$ cat src/rtl/instr_encoder_loader.sv
// instr_encoder_loader: encodes assembler records into 32-bit words and streams them plus a halt word into imem
module instr_encoder_loader #(
  parameter int ADDR_W = 6,
  parameter int DEPTH  = 64,
  parameter int BASE   = 0
) (
  input  logic              clk,
  input  logic              reset,
  input  logic              start,
  input  logic              inValid,
  output logic              inReady,
  input  logic              inLast,
  input  logic [4:0]        mnem,
  input  logic [4:0]        rd,
  input  logic [4:0]        rs1,
  input  logic [4:0]        rs2,
  input  logic [31:0]       imm,
  output logic              imemWe,
  output logic [ADDR_W-1:0] imemAddr,
  output logic [31:0]       imemData,
  output logic              busy,
  output logic              done,
  output logic              error
);
  typedef enum logic [1:0] {S_IDLE, S_LOAD, S_HALTW, S_DONE} state_e;
  typedef enum logic [2:0] {F_R, F_I, F_S, F_B, F_U, F_J, F_X} fmt_e;
  localparam logic [ADDR_W-1:0] BASE_A = ADDR_W'(BASE);
  localparam logic [ADDR_W-1:0] SLOT_A = ADDR_W'(BASE + DEPTH - 1);
  state_e state_q, state_d;
  logic [ADDR_W-1:0] ptr_q, ptr_d, addr_q, addr_d;
  logic [31:0] data_q, data_d, word;
  logic we_q, we_d, busy_q, busy_d, done_q, done_d, err_q, err_d;
  logic accept;
  fmt_e fmt;
  logic [6:0] op, f7;
  logic [2:0] f3;
  always_comb begin
    fmt = F_X;
    op = 7'h33;
    f3 = 3'd0;
    f7 = 7'h00;
    case (mnem)
      5'd0:  begin fmt = F_R; f3 = 3'd1; f7 = 7'h20; end
      5'd1:  begin fmt = F_R; f3 = 3'd7; end
      5'd2:  begin fmt = F_R; f3 = 3'd3; end
      5'd3:  begin fmt = F_R; f3 = 3'd5; end
      5'd4:  begin fmt = F_R; f3 = 3'd0; end
      5'd5:  begin fmt = F_R; f3 = 3'd4; end
      5'd6:  begin fmt = F_R; f3 = 3'd2; end
      5'd7:  begin fmt = F_R; f3 = 3'd6; end
      5'd8:  begin fmt = F_I; op = 7'h13; f3 = 3'd0; end
      5'd9:  begin fmt = F_I; op = 7'h1B; f3 = 3'd6; end
      5'd10: begin fmt = F_I; op = 7'h67; f3 = 3'd0; end
      5'd11: begin fmt = F_I; op = 7'h03; f3 = 3'd2; end
      5'd12: begin fmt = F_I; op = 7'h03; f3 = 3'd0; end
      5'd13: begin fmt = F_I; op = 7'h13; f3 = 3'd7; end
      5'd14: begin fmt = F_B; op = 7'h63; f3 = 3'd0; end
      5'd15: begin fmt = F_B; op = 7'h63; f3 = 3'd1; end
      5'd16: begin fmt = F_J; op = 7'h6F; end
      5'd17: begin fmt = F_U; op = 7'h38; end
      5'd18: begin fmt = F_S; op = 7'h23; f3 = 3'd0; end
      5'd19: begin fmt = F_S; op = 7'h23; f3 = 3'd2; end
      default: fmt = F_X;
    endcase
  end
  always_comb begin
    word = 32'h0;
    case (fmt)
      F_R: word = {f7, rs2, rs1, f3, rd, op};
      F_I: word = {imm[11:0], rs1, f3, rd, op};
      F_S: word = {imm[11:5], rs2, rs1, f3, imm[4:0], op};
      F_B: word = {imm[12], imm[10:5], rs2, rs1, f3, imm[4:1], imm[11], op};
      F_U: word = {imm[31:12], rd, op};
      F_J: word = {imm[20], imm[10:1], imm[11], imm[19:12], rd, op};
      default: word = 32'h0;
    endcase
  end
  assign inReady = state_q == S_LOAD;
  assign accept  = inValid & inReady;
  // done/busy lag the state by one cycle so done rises just after the halt write lands
  always_comb begin
    state_d = state_q;
    ptr_d = ptr_q;
    we_d = 1'b0;
    addr_d = addr_q;
    data_d = data_q;
    err_d = err_q;
    done_d = start ? 1'b0 : state_q == S_DONE;
    busy_d = start | state_q == S_LOAD | state_q == S_HALTW;
    if (accept) begin
      if (fmt == F_X) begin
        err_d = 1'b1;
        state_d = inLast ? S_HALTW : state_q;
      end else if (!inLast && ptr_q == SLOT_A) begin
        we_d = 1'b1;
        addr_d = ptr_q;
        data_d = 32'h0;
        err_d = 1'b1;
        state_d = S_DONE;
      end else begin
        we_d = 1'b1;
        addr_d = ptr_q;
        data_d = word;
        ptr_d = ptr_q + 1'b1;
        state_d = inLast ? S_HALTW : state_q;
      end
    end
    if (state_q == S_HALTW && !start) begin
      we_d = 1'b1;
      addr_d = ptr_q;
      data_d = 32'h0;
      state_d = S_DONE;
    end
    if (start) begin
      state_d = S_LOAD;
      ptr_d = BASE_A;
      err_d = 1'b0;
    end
  end
  always_ff @(posedge clk) begin
    if (reset) begin
      state_q <= S_IDLE;
      ptr_q <= BASE_A;
      we_q <= 1'b0;
      addr_q <= BASE_A;
      data_q <= 32'h0;
      busy_q <= 1'b0;
      done_q <= 1'b0;
      err_q <= 1'b0;
    end else begin
      state_q <= state_d;
      ptr_q <= ptr_d;
      we_q <= we_d;
      addr_q <= addr_d;
      data_q <= data_d;
      busy_q <= busy_d;
      done_q <= done_d;
      err_q <= err_d;
    end
  end
  assign imemWe = we_q;
  assign imemAddr = addr_q;
  assign imemData = data_q;
  assign busy = busy_q;
  assign done = done_q;
  assign error = err_q;
endmodule

$ cat config.mk
export PLATFORM = sky130hd
export DESIGN_NAME = instr_encoder_loader
export DESIGN_NICKNAME = d
export VERILOG_FILES = /design/src/rtl/instr_encoder_loader.sv
export SDC_FILE = /design/constraint.sdc
export NUM_CORES = 1
export LEC_CHECK = 0
export ABC_AREA = 0
export BUFFER_PORTS_ARGS = -buffer_cell sky130_fd_sc_hd__buf_2
export CAP_MARGIN = 10
export CORE_MARGIN = 3
export CORE_UTILIZATION = 51
export CTS_BUF_LIST = sky130_fd_sc_hd__clkbuf_4
export CTS_CLUSTER_SIZE = 24
export DETAILED_ROUTE_END_ITERATION = 8
export PLACE_DENSITY = 0.88
export SETUP_SLACK_MARGIN = 0.4
export SLEW_MARGIN = 10
export SYNTH_ARGS = -nofsm -noshare
export SYNTH_HDL_FRONTEND = slang
export SYNTH_SLANG_ARGS = --single-unit
$ cat constraint.sdc
create_clock -name clk -period 1.9 [get_ports clk]
set_clock_uncertainty 0.15 [all_clocks]
set_input_delay 0.19 -clock clk [delete_from_list [all_inputs] [get_ports clk]]
set_output_delay 0.19 -clock clk [all_outputs]
set_load 0.02 [all_outputs]
# Yosys cells after proc, flatten, opt, wreduce, memory -nomap -nowiden
# Index checks and enable logic that the tools add are counted.
# Widths: inputs -> output; s select.
# totals
output_inout_bits	43
elab_cells	90
register_bits	50
in_bits	57
# classes
eq_ne	30
n_mux	20
n_bitwise	5
n_reduce_logical	25
n_addsub	1
# op_table
operator	count
$pmux 32 s6	1
$pmux 7 s8	1
$eq 5x4->1 const B	8
$mux 32	1
$mux 6	4
$pmux 3 s7	1
$eq 5x3->1 const B	4
$eq 5x5->1 const B	4
$pmux 3 s6	1
$reduce_or 2->1	9
$eq 5x2->1 const B	2
$mux 2	5
$eq 3x3->1 const B	3
$reduce_or 8->1	1
$add 6x1->6 const B	1
$eq 3x2->1 const B	2
$eq 6x6->1 const B	1
$mux 1	6
$reduce_and 2->1	3
$reduce_or 6->1	1
$eq 5x1->1 const B	1
$logic_not 5->1	1
$eq 2x2->1 const B	2
$reduce_bool 2->1	2
12 further kinds	16

# Longest topological paths before layout
# Gate-level depths: netlist (run 1).
# logic_depth
word_depth	8
depth_mapped	7
mapped_depth_nobuf	4

# Least setup slack after synthesis (run 1)
# No wires, ideal clock.
# synth_timing
path_kind	flip-flop to flip-flop
from	register state_q[0]
to	register data_q[27], in the netlist imemData[27]
arrival_ns	1.373
path_slack_ns	0.260
required_ns	1.633
synth_period_minus_slack_ns	1.640
path_stages_with_launch	7
path_buffers	2
setup_time_ns	0.117
cell_sequence	dfxtp_1 > or3b_4 > nand2b_2 > buf_6 > nor2_4 > buf_6 > a22o_1
# synth_between
elab_chain_len	3
word_cells_on_any_way	6
cone_classes	eq/ne: 2; bitwise: 1; reduce/logical: 3
# synth_lines
element	line	text
start, declared	29	state_e state_q, state_d;
start signal, assigned	131	state_q <= state_d;
$eq 2x1->1 / $eq 2x2->1 (equally long branches)	78, 108	
$and 1x1->1 / $logic_and 1x1->1 (equally long branches)	79, 108	
$reduce_and 2->1 (no source line) / $reduce_or 2->1 (equally long branches)	n/a	
end signal, assigned	135	data_q <= data_d;
end, declared	31	logic [31:0] data_q, data_d, word;
# Parallel ways exist; a longest one is shown, timed or not.
# A chain may end at the register's enable or synchronous reset.

# Worst setup path after layout (run 1)
# layout_timing
from	register ptr_q[0]
to	register ptr_q[0]
# layout_between
elab_chain_len	4
word_cells_on_any_way	5
cone_classes	add/sub: 1; eq/ne: 1; bitwise: 1; reduce/logical: 2
# layout_lines
element	line	text
start, declared	30	logic [ADDR_W-1:0] ptr_q, ptr_d, addr_q, addr_d;
start signal, assigned	132	ptr_q <= ptr_d;
parallel branches: the longest is 4 deep, another holds $add 6x1->6	n/a	
# Several ways; the timed one is not identified.

==> metrics, run 1 <==
NetSw 593 uW; Yosys top cell area share 35.9%; routed len/inst 17.7 um; largest net degree at the start of global routing 19; most common flop cell mapped by yosys dfxtp_1; Sw Share 27.9%; Fmax 619 MHz; Multi-input gate area 1730 um2; Routed WL 8.94 mm; row cnt 26; port bufs 99; leakage power 0.00168 uW; design area 3810 um2; post-synth cell types 56; initial antenna violation count 0; Starting Density 53.1%; P_int 1530 uW; Clock Latency Late Sink 0.38 ns; Rel. slew slack 65.8%; antenna cells 0; first-pass GRT wire length 13.5 mm; First DRT Iteration DRCs 255; Seq pwr share 49.8%; GPL Wtd Cong 0.873; Fillers 376; final setup fails 0; RSZ-0062 raised after global routing yes; Worst setup SP type flip-flop; Root Driver clkbuf_4; power per cell area 558 nW/um2; Avg Cell Area, Syn 8.81 um2; Seq cells post-synth 49; Net count, final 491; DR vias 3027; Post-synth EDFFs 0; Syn Nets 368; WHS Endpoint imemData[15]; Worst EP required 2.07 ns; core area 5140 um2; maximum fanout along the worst path 5; Register Area 997 um2; I/O Pins 100; Ys Warns 0; combinational share of power 21.0%; Final min period 1.61 ns; number of global-route vias before repair 2871; final design utilization 74.1%; dominant cells by area after synthesis dfxtp_1 (36%), mux2i_1 (5.5%), nand2_1 (5.2%), a22o_1 (4.2%), nand3_1 (3.7%); Max Cap Viol 0; ys async rst share 0%; Min-Delay Path Depth 4; GR Overflow Total 0; htree depth 2; DRT Pass-1 Iters 5; Worst Tran Pin Value 0.512 ns; Crit path arrival time 1.78 ns; Mapped Cells 310; peak supply drop 316 uV; layout cell share with drive strength beyond 1 43.5%; r2r startpoint ptr_q[0]; setup TNS 0 ns; Vias/cell 6.01; die area 6270 um2; sequential area share after synthesis 35.9%; fin crit share 85.0%; CTS tree done; HPWL Detailed 5.40 mm; area post-placement 3220 um2; CP Capture Type flip-flop; Yosys top cell by area dfxtp_1; Reg2Reg Capture Point ptr_q[0]; Area growth syn-to-layout 39.4%; clock power share 29.2%; Antenna Nets Post-Route 0; Die Wd 79.2 um; outcome finished, final reports clean; Hold Path Class in2reg; Synth Cell Area 2730 um2; all-layer global routing usage 26.9%; Worst-path clk slew 0.15 ns; worst reg2reg setup slack 0.29 ns; CP Class reg2reg; Final Hold Violating Endpoints 0; DR DRC count 0; Die H 79.2 um; TritonCTS Buffers 5; worst r2r path cells 5; fin. max-slew vios 0; Min Hold Slack 0.0105 ns; clock tree buffer depth 2; Hold Path Origin imm[15]; CTS sink cnt 49
==> power by group through the flow <==
stage	sequential, uW	clock [uW]	combinational (uW)
floorplan	1110	0	228
global placement	1080	0	359
detailed placement	1080	0	369
CTS	1060	620	416
global route	1060	656	478
finish	1060	620	447
==> logic make-up after synthesis <==
family | Yosys count | synth area share, %
buffers and inverters | 27 | 6.14
muxes | 23 | 8.80
and+or+nand+nor | 120 | 25.3
DFF | 49 | 35.9
AOI/OAI and AO/OA | 89 | 23.0
adders and majority gates | 2 | 0.825
==> per-layer routing <==
layer / share of wire (%) / vias to the layer above / track usage [%] / wire [um]
met5: 0 / - / 0 / 0
met4: 2.1 / 0 / 8.76 / 187
met3: 7.8 / 26 / 4.99 / 698
met2: 51 / 168 / 49.1 / 4570
met1: 39 / 1442 / 31.5 / 3480
li1: - / 1391 / - / -
==> critical path, stage by stage, from the launching register on <==
cell     delay, ns
dfxtp_4       0.39
ha_4          0.16
and4b_4       0.25
buf_12        0.15
or3_4         0.33
a21oi_2       0.13
==> final cells by class <==
cell class              instances  area share [%]
clock buffers                   6            1.18
repair buffers                140            23.8
flip-flops and latches         49            26.2
well taps                      70            2.30
inverters                       1          0.0986
clock inverters                 2           0.888
multi-input cells             236            45.5
==> flip-flops by register name, indices dropped and copies added (netlist names) <==
| signal | cells |
|---|---|
| busy | 1 |
| done | 1 |
| error | 1 |
| imemAddr | 6 |
| imemData | 31 |
| imemWe | 1 |
| ptr_q | 6 |
| state_q | 2 |
==> how the worst max path moves through the flow <==
| stage | from | to | cells after the start |
|---|---|---|---|
| after floorplan | state_q[1] | imemData[27] | 6 |
| after global placement | mnem[3] | imemData[26] | 5 |
| after detailed placement | mnem[3] | imemData[29] | 5 |
| after CTS | ptr_q[1] | ptr_q[0] | 5 |
| after global routing | state_q[1] | imemData[9] | 4 |
| final | ptr_q[0] | ptr_q[0] | 5 |
==> synthesized netlist by cell type, drive strengths merged (2+ instances only) <==
library cell and instances:
o21a 3, nor3 5, a41o 2, o22ai 2, mux2 8, nor2 18
and2b 2, nor2b 8, clkbuf 6, nand4 3, a31oi 8, nand2 38
mux2i 15, and3 3, o2bb2ai 5, or3 4, nand3 20, a22o 13
a22oi 6, a21oi 19, a32oi 3, o21ai 12, or3b 2, o211ai 3
buf 20, dfxtp 49, nand2b 5, nand3b 2, o21bai 2, nor3b 2
a211o 6, and2 3
==> layout by cell type, fill, tap and decap left out, types with 4 or more instances in the layout <==
master         synthesis  layout
mux2_2                 8       8
nand2_1               38      37
a21oi_2                0       7
a31oi_1                8       7
nand3_1               20      19
a211o_1                6       6
buf_2                 11     100
nor2_1                16      16
a22oi_1                6       6
o21ai_0               10       9
nor2b_1                8       8
a21oi_1               19      12
clkbuf_4               0       6
dfxtp_1               49      42
a22o_1                13      13
dlygate4sd3_1          0      10
buf_4                  4      20
mux2i_1               15      15
buf_6                  5       5
o2bb2ai_2              0       4
dfxtp_2                0       4
==> metrics by stage <==
step                instances  setup slack [ns]  total power (uW)
floorplan                 310             0.317              1330
global placement          460             0.145              1440
detailed placement        460            0.0222              1450
CTS                       497             0.315              2090
global route              504             0.219              2200
finish                    504             0.285              2130
==> timing repair <==
item                                    4_1_cts  5_1_grt
resized for setup                            17       22
endpoints found under the setup margin       36       45
hold endpoints to repair                     11        0
hold buffers                                 10        0
setup buffers                                17        5
pin swaps                                     5       14
gates cloned                                  2        2
Note: power is estimated with default switching activity, not from simulation.
==> inputs of run 2 (changes only) <==
==> constraint.sdc (replaced) <==
create_clock -name clk -period 1.5 [get_ports clk]
set_clock_uncertainty 0.15 [all_clocks]
set_input_delay 0.15 -clock clk [delete_from_list [all_inputs] [get_ports clk]]
set_output_delay 0.15 -clock clk [all_outputs]
set_load 0.02 [all_outputs]
==> run 2 against run 1 <==
Effect of this change:
- non-clock buffer count up 67
- sequential share of layout area down 4.7 points
- sequential cell count unchanged
- global-route usage up 8.8 points
- hold slack worse by 0.022 ns
- setup slack worse by 0.49 ns
- sequential power up 28%
- cell area up 27%
- the run now ends with hold timing, setup timing left
- clock power up 8.5%
- core utilization up 20 points
- die area unchanged
- count of clock-buffer cells in the layout down 1
==> metrics, run 2 (synthesis gave the netlist of run 1 again) <==
routed len/inst 23.9 um (+35%); worst setup path start ptr_q[3]; Routed WL 13.6 mm (+52%); Clock Latency Late Sink 0.40 ns (+0.02 ns); DRT Pass-1 Iters 7 (+2); Vias/cell 6.57 (+9.3%); fin crit share 113% (+28 points); Worst setup SP type flip-flop; Worst EP required 1.67 ns (-0.40 ns); Net count, final 556 (+13%); fin worst setup slack -0.202 ns (-0.487 ns); r2r startpoint ptr_q[3]; Starting Density 53.1% (unchanged); Worst Tran Pin Value 0.490 ns (-0.0220 ns); final setup fails 44 (+44); Min-Delay Path Depth 3 (-1); commonest non-fill, non-tap cells in the layout buf_6 (62), buf_2 (56), buf_4 (48), dfxtp_2 (47), nand2_1 (37); die area 6270 um2 (unchanged); peak supply drop 440 uV (+39%); GR Overflow Total 0 (unchanged); DR vias 3736 (+23%); all-layer global routing usage 35.7% (+8.8 points); number of global-route vias before repair 3456 (+20%); Tot Pwr 2880 uW (+35%); DR DRC count 0 (unchanged); Die Wd 79.2 um (unchanged); area post-placement 3600 um2 (+12%); Root Driver clkbuf_4; largest net degree at the start of global routing 19 (unchanged); leakage power 0.00211 uW (+26%); GPL Wtd Cong 0.891 (+2.1%); Hold Path Class in2reg; final std cells w/o fill 569 (+13%); CP Capture Type flip-flop; RSZ-0062 raised after global routing yes; port bufs 99 (unchanged); CTS tree done; Fmax 588 MHz (-5.1%); setup TNS -5.33 ns (-5.33 ns); Antenna Nets Post-Route 0 (unchanged); power per cell area 594 nW/um2 (+6.3%); HPWL Detailed 6.00 mm (+11%); Area growth syn-to-layout 77.5%; violated checks hold timing, setup timing; CP Class reg2reg; core area 5140 um2 (unchanged); Max Cap Viol 0 (unchanged); first-pass GRT wire length 17.5 mm (+30%); I/O Pins 100 (unchanged); antenna cells 0 (unchanged); outcome finished, violations left; Worst-path clk slew 0.16 ns (about the same); Crit path arrival time 1.87 ns (+0.09 ns); fin. max-slew vios 0 (unchanged); Final min period 1.70 ns (+0.0871 ns); Min Hold Slack -0.0114 ns (-0.0219 ns); TritonCTS Buffers 5 (unchanged); clock tree buffer depth 2 (unchanged); First DRT Iteration DRCs 396 (+55%); Final Hold Violating Endpoints 3 (+3); Rel. slew slack 67.2% (+1.5 points); design area 4850 um2 (+27%); maximum fanout along the worst path 5 (unchanged); CTS sink cnt 49 (unchanged); Hold Path Origin start; layout cell share with drive strength beyond 1 57.1% (+14 points); row cnt 26 (unchanged); dpl cells 497 (+8.0%); most common cell after layout, fill and taps aside buf_6; Die H 79.2 um (unchanged); max reg flops 31 (unchanged); htree depth 2 (unchanged); initial antenna violation count 0 (unchanged); worst r2r path cells 4 (-1)
[run 2: changes by cell type in the layout (fill, tap and decap cells not counted), sizes merged, moves of 2 or more]
cell,before,now
buf,129,174
dlygate4sd3,10,28
dlymetal6s4s,0,3
nand2b,7,5
[run 2: final timing paths]
check                                     to  slack [ns]
worst min-delay path              state_q[1]       -0.01
worst max register to register  imemData[10]       -0.20
worst max-delay path            imemData[10]       -0.20
worst min register to register   imemData[6]        0.35
[run 2: power breakdown]
group / internal (uW) / switching, uW
sequential: 1330 / 25.2
clock: 188 / 485
combinational: 426 / 421
[run 2: through the flow]
stage | util, % | hold WS (ns) | worst slack (ns)
2_1_floorplan | - | 0.126 | -0.0833
3_3_place_gp | 70.0 | 0.250 | -0.0358
3_5_place_dp | 70.0 | 0.251 | -0.0821
4_1_cts | 88.3 | -0.0381 | -0.0813
5_1_grt | 94.3 | -0.0108 | -0.217
6_report | 94.3 | -0.0114 | -0.202
[run 2: worst max-delay path, cell delays in order, from the launching register on]
cell,delay [ns]
dfxtp_2,0.35
and3_4,0.17
and4b_2,0.32
or3_4,0.44
o2bb2ai_2,0.19
[run 2: final cells by class]
cell class              instances  area [um2]
fillers                       160         294
flip-flops and latches         49        1040
repair buffers                207        1870
clock buffers                   5        37.5
well taps                      70        87.6
multi-input cells             234        1790
clock inverters                 3        21.3
inverters                       1        3.75
[run 2: what timing repair did]
action | in CTS | in global routing
pin swaps | 12 | 28
resized for setup | 155 | 31
cloned | 1 | 3
hold buffers | 30 | 1
endpoints found under the setup margin | 90 | 92
setup buffers | 16 | 13
endpoints found under the hold margin | 28 | 4
[run 2: layer usage]
layer / up-vias / global-route usage (%) / routed length (um) / share of wire, %
met5: - / 0 / 0 / 0
met4: 0 / 14.4 / 1070 / 7.9
met3: 123 / 9.30 / 1440 / 11
met2: 374 / 64.7 / 6540 / 48
met1: 1724 / 39.4 / 4540 / 33
li1: 1515 / - / - / -
